File: src/rtl/data_mem_ctrl.sv
// Purpose : RV32I load/store unit; runs one ready/ack data-memory transaction per load/store and returns extended load data.
// Latency : request cycle + bus wait (>=1) + DONE cycle; illegal accesses finish in one cycle with fault.
// Backpress: stall freezes the PC from the request cycle until DONE; bus_ack gates completion, watchdog aborts after TIMEOUT_CYCLES.
//
// Ports:
//   clk, nRst                      - clock, async active-low reset
//   mem_read, mem_write, funct3    - request and access size/sign (held for the whole instruction)
//   addr, store_data               - effective address and rs2 value
//   bus_rdata, bus_ack             - memory read data and completion strobe
//   bus_addr/wdata/be/ren/wen      - memory request (word aligned, lane replicated)
//   load_data, stall, fault        - writeback data, PC disable, one-cycle error flag
module data_mem_ctrl #(
    parameter int TIMEOUT_CYCLES = 255
) (
    input  logic        clk,
    input  logic        nRst,
    input  logic        mem_read,
    input  logic        mem_write,
    input  logic [2:0]  funct3,
    input  logic [31:0] addr,
    input  logic [31:0] store_data,
    input  logic [31:0] bus_rdata,
    input  logic        bus_ack,
    output logic [31:0] bus_addr,
    output logic [31:0] bus_wdata,
    output logic [3:0]  bus_be,
    output logic        bus_ren,
    output logic        bus_wen,
    output logic [31:0] load_data,
    output logic        stall,
    output logic        fault
);

    typedef enum logic [1:0] {IDLE, READ, WRITE, DONE} state_t;

    localparam logic [31:0] TMO_LAST = 32'(TIMEOUT_CYCLES) - 32'd1;

    state_t      state_q, state_d;
    logic [31:0] addr_q, addr_d;
    logic [2:0]  funct3_q, funct3_d;
    logic [3:0]  be_q, be_d;
    logic [31:0] wdata_q, wdata_d;
    logic [31:0] load_data_q, load_data_d;
    logic        fault_q, fault_d;
    logic [31:0] cnt_q, cnt_d;

    logic        req;
    logic        legal;
    logic        tmo_hit;
    logic [7:0]  byte_sel;
    logic [15:0] half_sel;
    logic [31:0] load_ext;

    assign req = mem_read | mem_write;

    // funct3[1:0]: 00 byte, 01 half, 10 word, 11 reserved; funct3[2] set on 11x is reserved too.
    always_comb begin
        legal = 1'b0;
        case (funct3)
            3'b000, 3'b100: legal = 1'b1;
            3'b001, 3'b101: legal = ~addr[0];
            3'b010:         legal = (addr[1:0] == 2'b00);
            default:        legal = 1'b0;
        endcase
    end

    // Watchdog fires on the last allowed wait cycle; ack in that same cycle still completes.
    assign tmo_hit = (TIMEOUT_CYCLES != 0) && (cnt_q == TMO_LAST);

    assign byte_sel = bus_rdata[{addr_q[1:0], 3'b000} +: 8];
    assign half_sel = addr_q[1] ? bus_rdata[31:16] : bus_rdata[15:0];

    always_comb begin
        load_ext = bus_rdata;
        case (funct3_q)
            3'b000:  load_ext = {{24{byte_sel[7]}}, byte_sel};
            3'b100:  load_ext = {24'h0, byte_sel};
            3'b001:  load_ext = {{16{half_sel[15]}}, half_sel};
            3'b101:  load_ext = {16'h0, half_sel};
            default: load_ext = bus_rdata;
        endcase
    end

    always_comb begin
        state_d     = state_q;
        addr_d      = addr_q;
        funct3_d    = funct3_q;
        be_d        = be_q;
        wdata_d     = wdata_q;
        load_data_d = load_data_q;
        cnt_d       = cnt_q;
        fault_d     = 1'b0;
        case (state_q)
            IDLE: begin
                if (req) begin
                    addr_d   = addr;
                    funct3_d = funct3;
                    cnt_d    = 32'd0;
                    case (funct3[1:0])
                        2'b00: begin
                            be_d    = 4'b0001 << addr[1:0];
                            wdata_d = {4{store_data[7:0]}};
                        end
                        2'b01: begin
                            be_d    = addr[1] ? 4'b1100 : 4'b0011;
                            wdata_d = {2{store_data[15:0]}};
                        end
                        default: begin
                            be_d    = 4'b1111;
                            wdata_d = store_data;
                        end
                    endcase
                    if (!legal) begin
                        state_d = DONE;
                        fault_d = 1'b1;
                    end else begin
                        state_d = mem_write ? WRITE : READ;
                    end
                end
            end
            READ, WRITE: begin
                if (bus_ack) begin
                    state_d = DONE;
                    if (state_q == READ) begin
                        load_data_d = load_ext;
                    end
                end else if (tmo_hit) begin
                    state_d = DONE;
                    fault_d = 1'b1;
                end else begin
                    cnt_d = cnt_q + 32'd1;
                end
            end
            default: state_d = IDLE;
        endcase
    end

    always_ff @(posedge clk or negedge nRst) begin
        if (!nRst) begin
            state_q     <= IDLE;
            addr_q      <= 32'h0;
            funct3_q    <= 3'h0;
            be_q        <= 4'h0;
            wdata_q     <= 32'h0;
            load_data_q <= 32'h0;
            fault_q     <= 1'b0;
            cnt_q       <= 32'h0;
        end else begin
            state_q     <= state_d;
            addr_q      <= addr_d;
            funct3_q    <= funct3_d;
            be_q        <= be_d;
            wdata_q     <= wdata_d;
            load_data_q <= load_data_d;
            fault_q     <= fault_d;
            cnt_q       <= cnt_d;
        end
    end

    assign bus_addr  = {addr_q[31:2], 2'b00};
    assign bus_wdata = wdata_q;
    assign bus_be    = be_q;
    assign bus_ren   = (state_q == READ);
    assign bus_wen   = (state_q == WRITE);
    assign load_data = load_data_q;
    assign fault     = fault_q;
    // Request-cycle stall is combinational so the PC never advances past a load/store;
    // gated by nRst so it drops immediately in reset even while a request is held.
    assign stall     = nRst & (((state_q == IDLE) & req) | (state_q == READ) | (state_q == WRITE));

endmodule

File: config.mk
export PLATFORM = sky130hd
export DESIGN_NAME = data_mem_ctrl
export DESIGN_NICKNAME = d
export VERILOG_FILES = /design/src/rtl/data_mem_ctrl.sv
export SDC_FILE = /design/constraint.sdc
export NUM_CORES = 1
export LEC_CHECK = 0
export CORE_ASPECT_RATIO = 2
export CORE_MARGIN = 1.5
export CORE_UTILIZATION = 35
export DETAILED_ROUTE_END_ITERATION = 7
export PLACE_DENSITY_LB_ADDON = 0.25
export SLEW_MARGIN = 30
export SYNTH_ARGS = -nofsm -noshare
export SYNTH_HDL_FRONTEND = slang
export SYNTH_SLANG_ARGS = --single-unit
File: constraint.sdc
create_clock -name clk -period 2.7 [get_ports clk]
set_input_delay 0.81 -clock clk [delete_from_list [all_inputs] [get_ports clk]]
set_output_delay 0.81 -clock clk [all_outputs]
set_load 0.02 [all_outputs]
==> results of run 1 <==
==> cell type report <==
class | count | share of cell area [%]
Clock buffer | 19 | 4.61
Timing Repair Buffer | 239 | 23.8
Tap cell | 259 | 3.30
Inverter | 20 | 0.764
Sequential cell | 138 | 35.2
Multi-Input combinational cell | 555 | 30.7
Clock inverter | 13 | 1.68
==> cells by family (layout without fill, tap and decap cells) <==
kind of cell	Yosys count	count (layout)	synth area share, %
AOI/OAI and AO/OA	168	168	13.9
xor gates and xnor gates	9	9	1.14
adders and majority gates	6	6	1.08
buffers and inverters	95	291	7.00
DFF	138	138	49.8
muxes	29	29	4.40
other	1	2	0.0540
and+or+nand+nor	341	341	22.6
==> how the worst min path moves through the flow <==
| stage | start | end | slack, ps | cells past startpoint |
|---|---|---|---|---|
| floorplan | addr_q[10] | addr_q[10] | 450 | 2 |
| global placement | addr_q[6] | addr_q[6] | 460 | 2 |
| detailed placement | addr_q[16] | addr_q[16] | 460 | 2 |
| CTS | addr_q[6] | addr_q[6] | 480 | 2 |
| global route | addr_q[20] | addr_q[20] | 500 | 2 |
| finish | addr_q[16] | addr_q[16] | 470 | 2 |
==> synthesized netlist by cell type (all sizes together) (2+ instances only) <==
master,n
o21a,8
inv,20
a21oi,58
or3,10
and4,4
o211ai,5
o21ai,60
nand2,198
o41ai,3
mux2i,26
o22ai,5
nand4,10
and3,4
a22o,2
and2,7
or4,5
ha,6
a22oi,2
mux2,2
xnor2,6
nor3,8
o311ai,2
xor2,3
nand3,15
clkbuf,34
o31ai,5
nand2b,6
nor4b,3
nor4,7
nor2b,6
buf,41
or2,3
a211oi,7
nand4b,2
dfrtp,138
nor2,49
a31oi,6
==> repair_timing <==
item / CTS / global route
gates resized for setup: 4 / 2
endpoints found under the setup margin: 1 / 2
pin swaps: 0 / 0
==> routing by layer <==
| layer | up-vias | share of wire (%) |
|---|---|---|
| met5 | - | 0 |
| met4 | 0 | 3.2 |
| met3 | 42 | 5.0 |
| met2 | 188 | 55 |
| met1 | 2900 | 37 |
| li1 | 3029 | - |
==> power breakdown <==
group / internal, mW / switching (mW)
combinational: 2.28 / 2.90
sequential: 2.88 / 0.464
clock: 1.51 / 0.964
total: 6.66 / 4.33
==> worst max-delay path, cell delays in order <==
cell and delay [ps]:
clkdlybuf4s50_1 420, o21a_2 230, o31a_1 230, buf_2 160
==> state kept, by name, summed over array words and instances (netlist names) <==
signal,flops
addr_q,32
bus_be,4
bus_wdata,32
cnt_q,32
fault,1
funct3_q,3
load_data,32
state_q,2
==> stage by stage <==
stage	util [%]	power, mW	area, µm²	setup TNS [ps]	setup WS (ps)
after detailed placement	47.5	8.60	9200	-1240	-369
after CTS	50.7	11.1	9820	0	9.88
final	50.7	11.0	9820	0	35.4
after floorplan	-	6.45	6940	0	385
after global routing	50.7	11.7	9820	0	0.711
after global placement	47.5	8.55	9200	-869	-375
==> placed cells by master, fill, tap and decap left out, types with 4 or more instances in the layout <==
cell type / instances
o31ai_1: 5
nor2b_1: 6
o21ai_0: 58
nor4_1: 7
nand2b_1: 6
ha_1: 6
o21a_1: 7
a211oi_1: 7
o22ai_1: 5
or3_1: 10
nand3_1: 13
nor2_1: 49
nand4_1: 9
clkinvlp_4: 4
a21oi_1: 58
clkbuf_16: 17
clkdlybuf4s50_1: 201
mux2i_1: 26
nor3_1: 8
o211ai_1: 5
and2_1: 7
nand2_1: 198
buf_4: 32
or4_1: 5
dfrtp_1: 138
inv_1: 20
a31oi_1: 6
xnor2_1: 6
==> key figures, run 1 <==
Timing
  – Final slew viol count: 0
  – Tmin final: 2660 ps
  – Final Hold Viols: 0
  – Slew @ Worst Pin: 739 ps
  – RSZ-0062 raised after global routing: false
  – Highest clock rate: 375 MHz
  – Setup-failing EPs final: 0
  – Skew final: 11.7 ps
  – Fin crit share: 98.7%
  – Hold_ws: 470 ps
  – Slew headroom: 50.7%

Power
  – Pwr dens: 1120 nW/µm²
  – Worst VDD drop: 0.000675 V
  – P_leak: 4.35 nW

Worst setup path
  – CP Launch Point: mem_write
  – WS Path Type: primary input to primary output
  – Crit path arrival time: 1850 ps
  – R2r startpoint: state_q[0]
  – Reg2Reg Capture Point: cnt_q[30]
  – Reg-to-reg slack, setup: 320 ps
  – CP endpoint kind: primary output
  – Reg2Reg Depth: 8
  – CP required: 1890 ps
  – CP Max Fanout: 2
  – Crit path to: stall
  – CP startpoint kind: primary input

Layout
  – Nets: 1081
  – Seq. cell area: 3450 µm²
  – Layout fillers: 1835
  – Share of cells above drive strength 1: 8.54%
  – Layout Cells excl Fill: 1243
  – Layout area overhead: 41.5%
  – Multi-input gate area: 3020 µm²
  – Diodes inserted: 0

Clocking
  – Clk pin slew, worst setup/hold paths: 60 ps
  – Sink Count: 138
  – Hold buffers post-CTS: 0
  – Clock buffer depth: 2
  – Post-CTS setup buffer count: 0
  – Clk Latency, worst-skew pair: 430 ps
  – CTS tree: built
  – Root Driver: clkbuf_16
  – CTS buffer count: 17
  – H-Tree Depth: 4

Floorplanning
  – FP Rows: 72
  – Core ar.: 19400 µm²
  – Initial core utilization: 35.8%
  – Die width: 103 µm
  – Total I/O pin count: 208
  – Die Y: 202 µm
  – Die ar.: 20700 µm²

GRT
  – GR met1 Demand/Resource: 22.0%
  – GRT met3 Usage: 4.60%
  – Initial antenna violation count: 1
  – First-pass GRT wire length: 32500 µm
  – GRT Overall Usage: 20.6%
  – Vias in the first global route: 6185
  – Largest net degree at the start of global routing: 139
  – GR peak layer: met2
  – GRT overflow: 0
  – GR Layer Usage met2: 37.3%

Synthesis
  – Top cells by area, synth: dfrtp_1 (50%), nand2_1 (11%), a21oi_1 (4.2%)
  – Synth Register Bits: 138
  – Post-synth EDFFs: 0
  – Register area share after synthesis: 49.8%
  – Distinct cells, synth: 58
  – Yosys top cell area share: 49.8%
  – Mapped Cells: 787
  – Syn Area/Cell: 8.82 µm²
  – Synthesized area: 6940 µm²
  – Cell taking the most area after synthesis: dfrtp_1
  – Ys Warns: 0
  – Dominant synthesized flop cell: dfrtp_1
  – Synth async-reset ratio: 100%

Detailed routing
  – Routed via count: 6159
  – Initial DRC count: 180
  – Drt first pass iters: 6
  – Drt drc: 0
  – Final ANT Viol Nets: 0
  – Vias per cell: 4.95
  – Final WL: 20300 µm
  – DR WL/cell: 16.3 µm

Run status
  – Outcome: complete, no violations

Hold path
  – Worst min path class: register to register

Placed design
  – Placed Cells incl. Taps: 1211
  – PortBufs: 205
  – Placer congestion estimate: 0.824
  – Post-DP HPWL: 14700 µm

Run
  – Max-Cap Viols: 0
Note: power is estimated with default switching activity, not from simulation.
==> inputs of run 2 (changes only) <==
--- a/config.mk
+++ b/config.mk
@@ -10,6 +10,7 @@
 export CORE_UTILIZATION = 35
 export DETAILED_ROUTE_END_ITERATION = 7
 export PLACE_DENSITY_LB_ADDON = 0.25
+export RECOVER_POWER = 50
 export SLEW_MARGIN = 30
 export SYNTH_ARGS = -nofsm -noshare
 export SYNTH_HDL_FRONTEND = slang
==> key figures, run 2 (same netlist as run 1, synthesis figures left out) <==
Run status
  – Outcome: finished with violations
  – Violated checks: max-capacitance violations, max-slew violations

Worst setup path
  – Cell Chain, Critical Path: clkdlybuf4s50_1 > o21a_2 > o31a_1 > buf_2
  – CP startpoint kind: primary input
  – Slowest stage cell, crit path: clkdlybuf4s50_1
  – Crit path arrival time: 1850 ps (about the same)
  – WS Path Type: primary input to primary output
  – Largest stage delay on the critical path: 420 ps (about the same)
  – CP endpoint kind: primary output
  – Reg2Reg Capture Point: cnt_q[30]
  – Cell family with most CP delay: buffers and inverters
  – CP Max Fanout: 2 (unchanged)
  – Reg-to-reg slack, setup: 320 ps (about the same)
  – Number of buffer and inverter stages on the critical path: 2 (unchanged)
  – CP required: 1890 ps (about the same)
  – R2r startpoint: state_q[0]
  – Reg2Reg Depth: 8 (unchanged)

Floorplanning
  – Core ar.: 19400 µm² (unchanged)
  – Die ar.: 20700 µm² (unchanged)
  – Initial core utilization: 35.8% (unchanged)
  – Total I/O pin count: 208 (unchanged)
  – Die width: 103 µm (unchanged)
  – FP Rows: 72 (unchanged)
  – Die Y: 202 µm (unchanged)

Detailed routing
  – Routed via count: 6177 (+0.29%)
  – Initial DRC count: 194 (+7.8%)
  – Final WL: 20200 µm (-0.13%)
  – Vias per cell: 4.97 (+0.29%)
  – Drt first pass iters: 4 (-2)
  – Final ANT Viol Nets: 0 (unchanged)
  – Drt drc: 0 (unchanged)
  – DR WL/cell: 16.3 µm (-0.13%)

Power
  – Pwr dens: 1120 nW/µm² (+0.13%)
  – P_leak: 4.33 nW (-0.40%)
  – Worst VDD drop: 0.000674 V (-0.15%)

Timing
  – Setup-failing EPs final: 0 (unchanged)
  – Setup ws final: 36.1 ps (+0.724 ps)
  – Final Hold Viols: 0 (unchanged)
  – RSZ-0062 raised after global routing: false
  – Hold_ws: 471 ps (+0.361 ps)
  – Fin crit share: 98.7% (about the same)
  – Skew final: 12.2 ps (+0.547 ps)
  – Slew headroom: -28.2% (-79 points)
  – Highest clock rate: 375 MHz (about the same)
  – Tmin final: 2660 ps (-0.724 ps)
  – Slew @ Worst Pin: 1920 ps (+1180 ps)
  – Final slew viol count: 139 (+139)

Placed design
  – Post-DP HPWL: 14700 µm (unchanged)
  – Placer congestion estimate: 0.824 (unchanged)
  – Pre-CTS setup slack: -369 ps (unchanged)
  – PortBufs: 205 (unchanged)
  – Placed Instance Area: 9200 µm² (unchanged)

GRT
  – Initial antenna violation count: 1 (unchanged)
  – Vias in the first global route: 6185 (unchanged)
  – Largest net degree at the start of global routing: 139 (unchanged)
  – First-pass GRT wire length: 32500 µm (unchanged)
  – GRT overflow: 0 (unchanged)
  – GRT Overall Usage: 20.6% (unchanged)

Clocking
  – CTS buffer count: 17 (unchanged)
  – Root Driver: clkbuf_16
  – Clk pin slew, worst setup/hold paths: 60 ps (about the same)
  – Sink Count: 138 (unchanged)
  – Clk Latency, worst-skew pair: 430 ps (about the same)
  – Post-CTS setup buffer count: 0 (unchanged)
  – CTS tree: built
  – Clock buffer depth: 2 (unchanged)
  – H-Tree Depth: 4 (unchanged)

Layout
  – Diodes inserted: 0 (unchanged)
  – Layout fillers: 1843 (+0.44%)
  – Layout area overhead: 41.0%
  – Commonest non-fill, non-tap cells in the layout: clkdlybuf4s50_1 (200), nand2_1 (198), dfrtp_1 (138)
  – Nets: 1081 (unchanged)
  – Fin util: 50.5% (-0.18 points)
  – Most common cell after layout, fill and taps aside: clkdlybuf4s50_1
  – Design area: 9790 µm² (-0.36%)
  – Share of cells above drive strength 1: 8.33% (-0.20 points)

Hold path
  – Worst hold path startpoint: addr_q[16]
  – Worst min path class: register to register
  – WHS Path Cells: 2 (unchanged)
  – Worst hold path endpoint: addr_q[16]

Run
  – Max-Cap Viols: 1 (+1)
## run 2: cell types whose count changed in the layout (fill, tap and decap cells not counted), sizes merged
cell,delta
clkbuf,+5
clkdlybuf4s50,-1
buf,-5
dlygate4sd3,+1
## run 2: where the power goes
group / leakage [nW] / internal, mW / switching, mW / total, mW
registers: 1.73 / 2.88 / 0.466 / 3.34
logic: 2.30 / 2.25 / 2.90 / 5.15
clock network: 0.292 / 1.51 / 0.968 / 2.48
total: 4.33 / 6.64 / 4.33 / 11.0
## run 2: metrics by stage
step                total power, mW  TNS (ps)  cells
finish                         11.0         0   1243
global route                   11.7         0   1243
floorplan                      6.45         0    788
CTS                            11.1         0   1243
global placement               8.55      -869   1211
detailed placement             8.60     -1240   1211
## run 2: area by class of cell
type                    instances  area [µm²]  share of cell area (%)
clock inverters                13         165                    1.69
clock buffers                  19         453                    4.63
flip-flops and latches        138        3450                    35.3
well taps                     259         324                    3.31
inverters                      20        75.1                   0.767
repair buffers                239        2300                    23.5
multi-input cells             555        3020                    30.8
## run 2: repair_timing
action,CTS,global route
hold buffers,0,0
gates cloned,0,0
resized for setup,4,2
setup endpoints to repair,1,2
## run 2: routing by layer
layer  track usage (%)  share of wire (%)  vias up
li1                  -                  -     3029
met1              22.0                 36     2925
met2              37.3                 56      182
met3              4.60                5.0       41
met4              9.20                3.1        0
met5                 0                  0        -
## run 2: worst max-delay path by stage
stage               from        end  slack (ps)  depth (start not counted)
3_5_place_dp    mem_read      stall        -370                          4
2_1_floorplan    bus_ack  cnt_q[30]         390                          6
5_1_grt        mem_write      stall           1                          4
6_report       mem_write      stall          40                          4
3_3_place_gp    mem_read      stall        -370                          4
4_1_cts         mem_read      stall          10                          4
## run 2: worst min-delay path: stages (launching register included)
cell     delay (ps)
dfrtp_1         340
nand2_1          50
nand2_1          50
==> inputs of run 3 (changes only) <==
--- a/config.mk
+++ b/config.mk
@@ -7,9 +7,9 @@
 export LEC_CHECK = 0
 export CORE_ASPECT_RATIO = 2
 export CORE_MARGIN = 1.5
-export CORE_UTILIZATION = 35
+export CORE_UTILIZATION = 48
 export DETAILED_ROUTE_END_ITERATION = 7
-export PLACE_DENSITY_LB_ADDON = 0.25
+export PLACE_DENSITY = 0.85
 export RECOVER_POWER = 50
 export SLEW_MARGIN = 30
 export SYNTH_ARGS = -nofsm -noshare
==> key figures, run 3 (same netlist as run 1, synthesis figures left out) <==
Worst setup path
  – Number of buffer and inverter stages on the critical path: 2 (unchanged)
  – Crit path arrival time: 1850 ps (about the same)
  – Slowest stage cell, crit path: clkdlybuf4s50_1
  – CP required: 1890 ps (about the same)
  – CP endpoint kind: primary output
  – CP startpoint kind: primary input
  – WS Path Type: primary input to primary output
  – CP Max Fanout: 2 (unchanged)
  – Reg-to-reg slack, setup: 350 ps (+30 ps)
  – Cell Chain, Critical Path: clkdlybuf4s50_1 > o21a_2 > o31a_1 > clkbuf_4
  – Largest stage delay on the critical path: 420 ps (about the same)
  – Cell family with most CP delay: buffers and inverters

Placed design
  – Placed Cells incl. Taps: 1140 (-5.9%)
  – Placer congestion estimate: 0.942 (+14%)
  – PortBufs: 205 (unchanged)
  – Post-DP HPWL: 14100 µm (-4.1%)
  – Pre-CTS setup slack: -378 ps (-8.28 ps)
  – Placed Instance Area: 9100 µm² (-1.1%)

Clocking
  – CTS buffer count: 17 (unchanged)
  – Clock buffer depth: 2 (unchanged)
  – Clk Latency, worst-skew pair: 420 ps (about the same)
  – Root Driver: clkbuf_16
  – CTS tree: built
  – Sink Count: 138 (unchanged)
  – H-Tree Depth: 4 (unchanged)
  – Clk pin slew, worst setup/hold paths: 50 ps (about the same)

Timing
  – Slew @ Worst Pin: 1940 ps (+12.6 ps)
  – Highest clock rate: 375 MHz (about the same)
  – Fin crit share: 98.7% (about the same)
  – Hold_ws: 470 ps (-0.333 ps)
  – Slew headroom: -29.0% (-0.84 points)
  – Tmin final: 2660 ps (+0.367 ps)
  – Skew final: 10.1 ps (-2.15 ps)
  – Final Hold Viols: 0 (unchanged)
  – Final slew viol count: 139 (unchanged)
  – RSZ-0062 raised after global routing: false
  – Setup-failing EPs final: 0 (unchanged)
  – Setup ws final: 35.8 ps (-0.367 ps)

Layout
  – Multi-input gate area: 3020 µm² (unchanged)
  – Layout fillers: 1115 (-40%)
  – Seq. cell area: 3450 µm² (unchanged)
  – Layout area overhead: 40.0%
  – Share of cells above drive strength 1: 8.06% (-0.27 points)
  – Most common cell after layout, fill and taps aside: clkdlybuf4s50_1
  – Design area: 9720 µm² (-0.72%)
  – Nets: 1077 (-0.37%)
  – Layout Cells excl Fill: 1173 (-5.6%)
  – Fin util: 68.1% (+18 points)
  – Commonest non-fill, non-tap cells in the layout: clkdlybuf4s50_1 (201), nand2_1 (198), dfrtp_1 (138)

Floorplanning
  – Die ar.: 15200 µm² (-27%)
  – Die Y: 173 µm (-14%)
  – Core ar.: 14300 µm² (-26%)
  – Die width: 88.0 µm (-14%)
  – FP Rows: 62 (-14%)
  – Total I/O pin count: 208 (unchanged)
  – Initial core utilization: 48.6% (+13 points)

GRT
  – GRT Overall Usage: 27.2% (+6.7 points)
  – Initial antenna violation count: 1 (unchanged)
  – Vias in the first global route: 6604 (+6.8%)
  – GRT overflow: 0 (unchanged)
  – First-pass GRT wire length: 32200 µm (-1.1%)
  – Largest net degree at the start of global routing: 139 (unchanged)

Detailed routing
  – Final WL: 19700 µm (-2.5%)
  – Vias per cell: 5.43 (+9.4%)
  – Drt drc: 0 (unchanged)
  – Final ANT Viol Nets: 0 (unchanged)
  – Drt first pass iters: 5 (+1)
  – DR WL/cell: 16.8 µm (+3.3%)
  – Initial DRC count: 323 (+66%)
  – Routed via count: 6375 (+3.2%)

Power
  – P_leak: 4.33 nW (about the same)
  – Worst VDD drop: 0.000909 V (+35%)
  – Pwr dens: 1140 nW/µm² (+1.6%)

Run status
  – Outcome: finished with violations
  – Violated checks: max-capacitance violations, max-slew violations

Hold path
  – Worst min path class: register to register

Run
  – Max-Cap Viols: 1 (unchanged)
-- run 3: cell types whose count changed in the layout (fill, tap and decap cells not counted), sizes merged --
cell,delta
diode,+1
dlygate4sd3,-1
clkbuf,+3
bufinv,+1
clkinvlp,-1
clkdlybuf4s50,+1
clkinv,+1
buf,-5
inv,-3
-- run 3: routing by layer --
layer	track usage (%)	routed length, µm	vias up
met2	48.4	10600	221
met5	0	0	-
met3	7.40	1190	61
met4	14.3	990	0
li1	-	-	3016
met1	28.0	6960	3077
-- run 3: worst min-delay path: stages (launching register included) --
cell	delay (ps)
dfrtp_1	340
nand2_1	50
nand2_1	50
-- run 3: path summary, 6_finish.rpt --
check                                start         end  depth (start not counted)
worst max-delay path             mem_write       stall                          4
worst min-delay path            addr_q[10]  addr_q[10]                          2
worst max register to register  state_q[0]   cnt_q[30]                          8
worst min register to register  addr_q[10]  addr_q[10]                          2
max in group asynchronous             nRst   cnt_q[24]                          2
min in group asynchronous             nRst   cnt_q[30]                          2
-- run 3: per-stage QoR --
step                      power [mW]  setup TNS (ps)
after floorplan                 6.45               0
after global placement          8.46            -938
after detailed placement        8.58           -1190
after CTS                       11.2               0
after global routing            11.7               0
final                           11.1               0
-- run 3: power by group --
part	leakage, nW	internal, mW	switching [mW]
sequential	1.73	2.88	0.505
clock	0.311	1.64	0.889
combinational	2.29	2.25	2.90
total	4.33	6.77	4.29
-- run 3: repair_timing --
item | in CTS | in global routing
hold buffers | 0 | 0
buffers inserted | 0 | 0
pin swaps | 0 | 0
gates resized for setup | 5 | 3
endpoints found under the setup margin | 1 | 2
-- run 3: final cells by class --
| cell class | instances | share of cell area, % |
|---|---|---|
| multi-input cells | 555 | 31.0 |
| clock buffers | 21 | 4.95 |
| inverters | 20 | 0.773 |
| clock inverters | 11 | 1.71 |
| well taps | 192 | 2.47 |
| repair buffers | 235 | 23.5 |
| diodes | 1 | 0.0258 |
| flip-flops and latches | 138 | 35.5 |
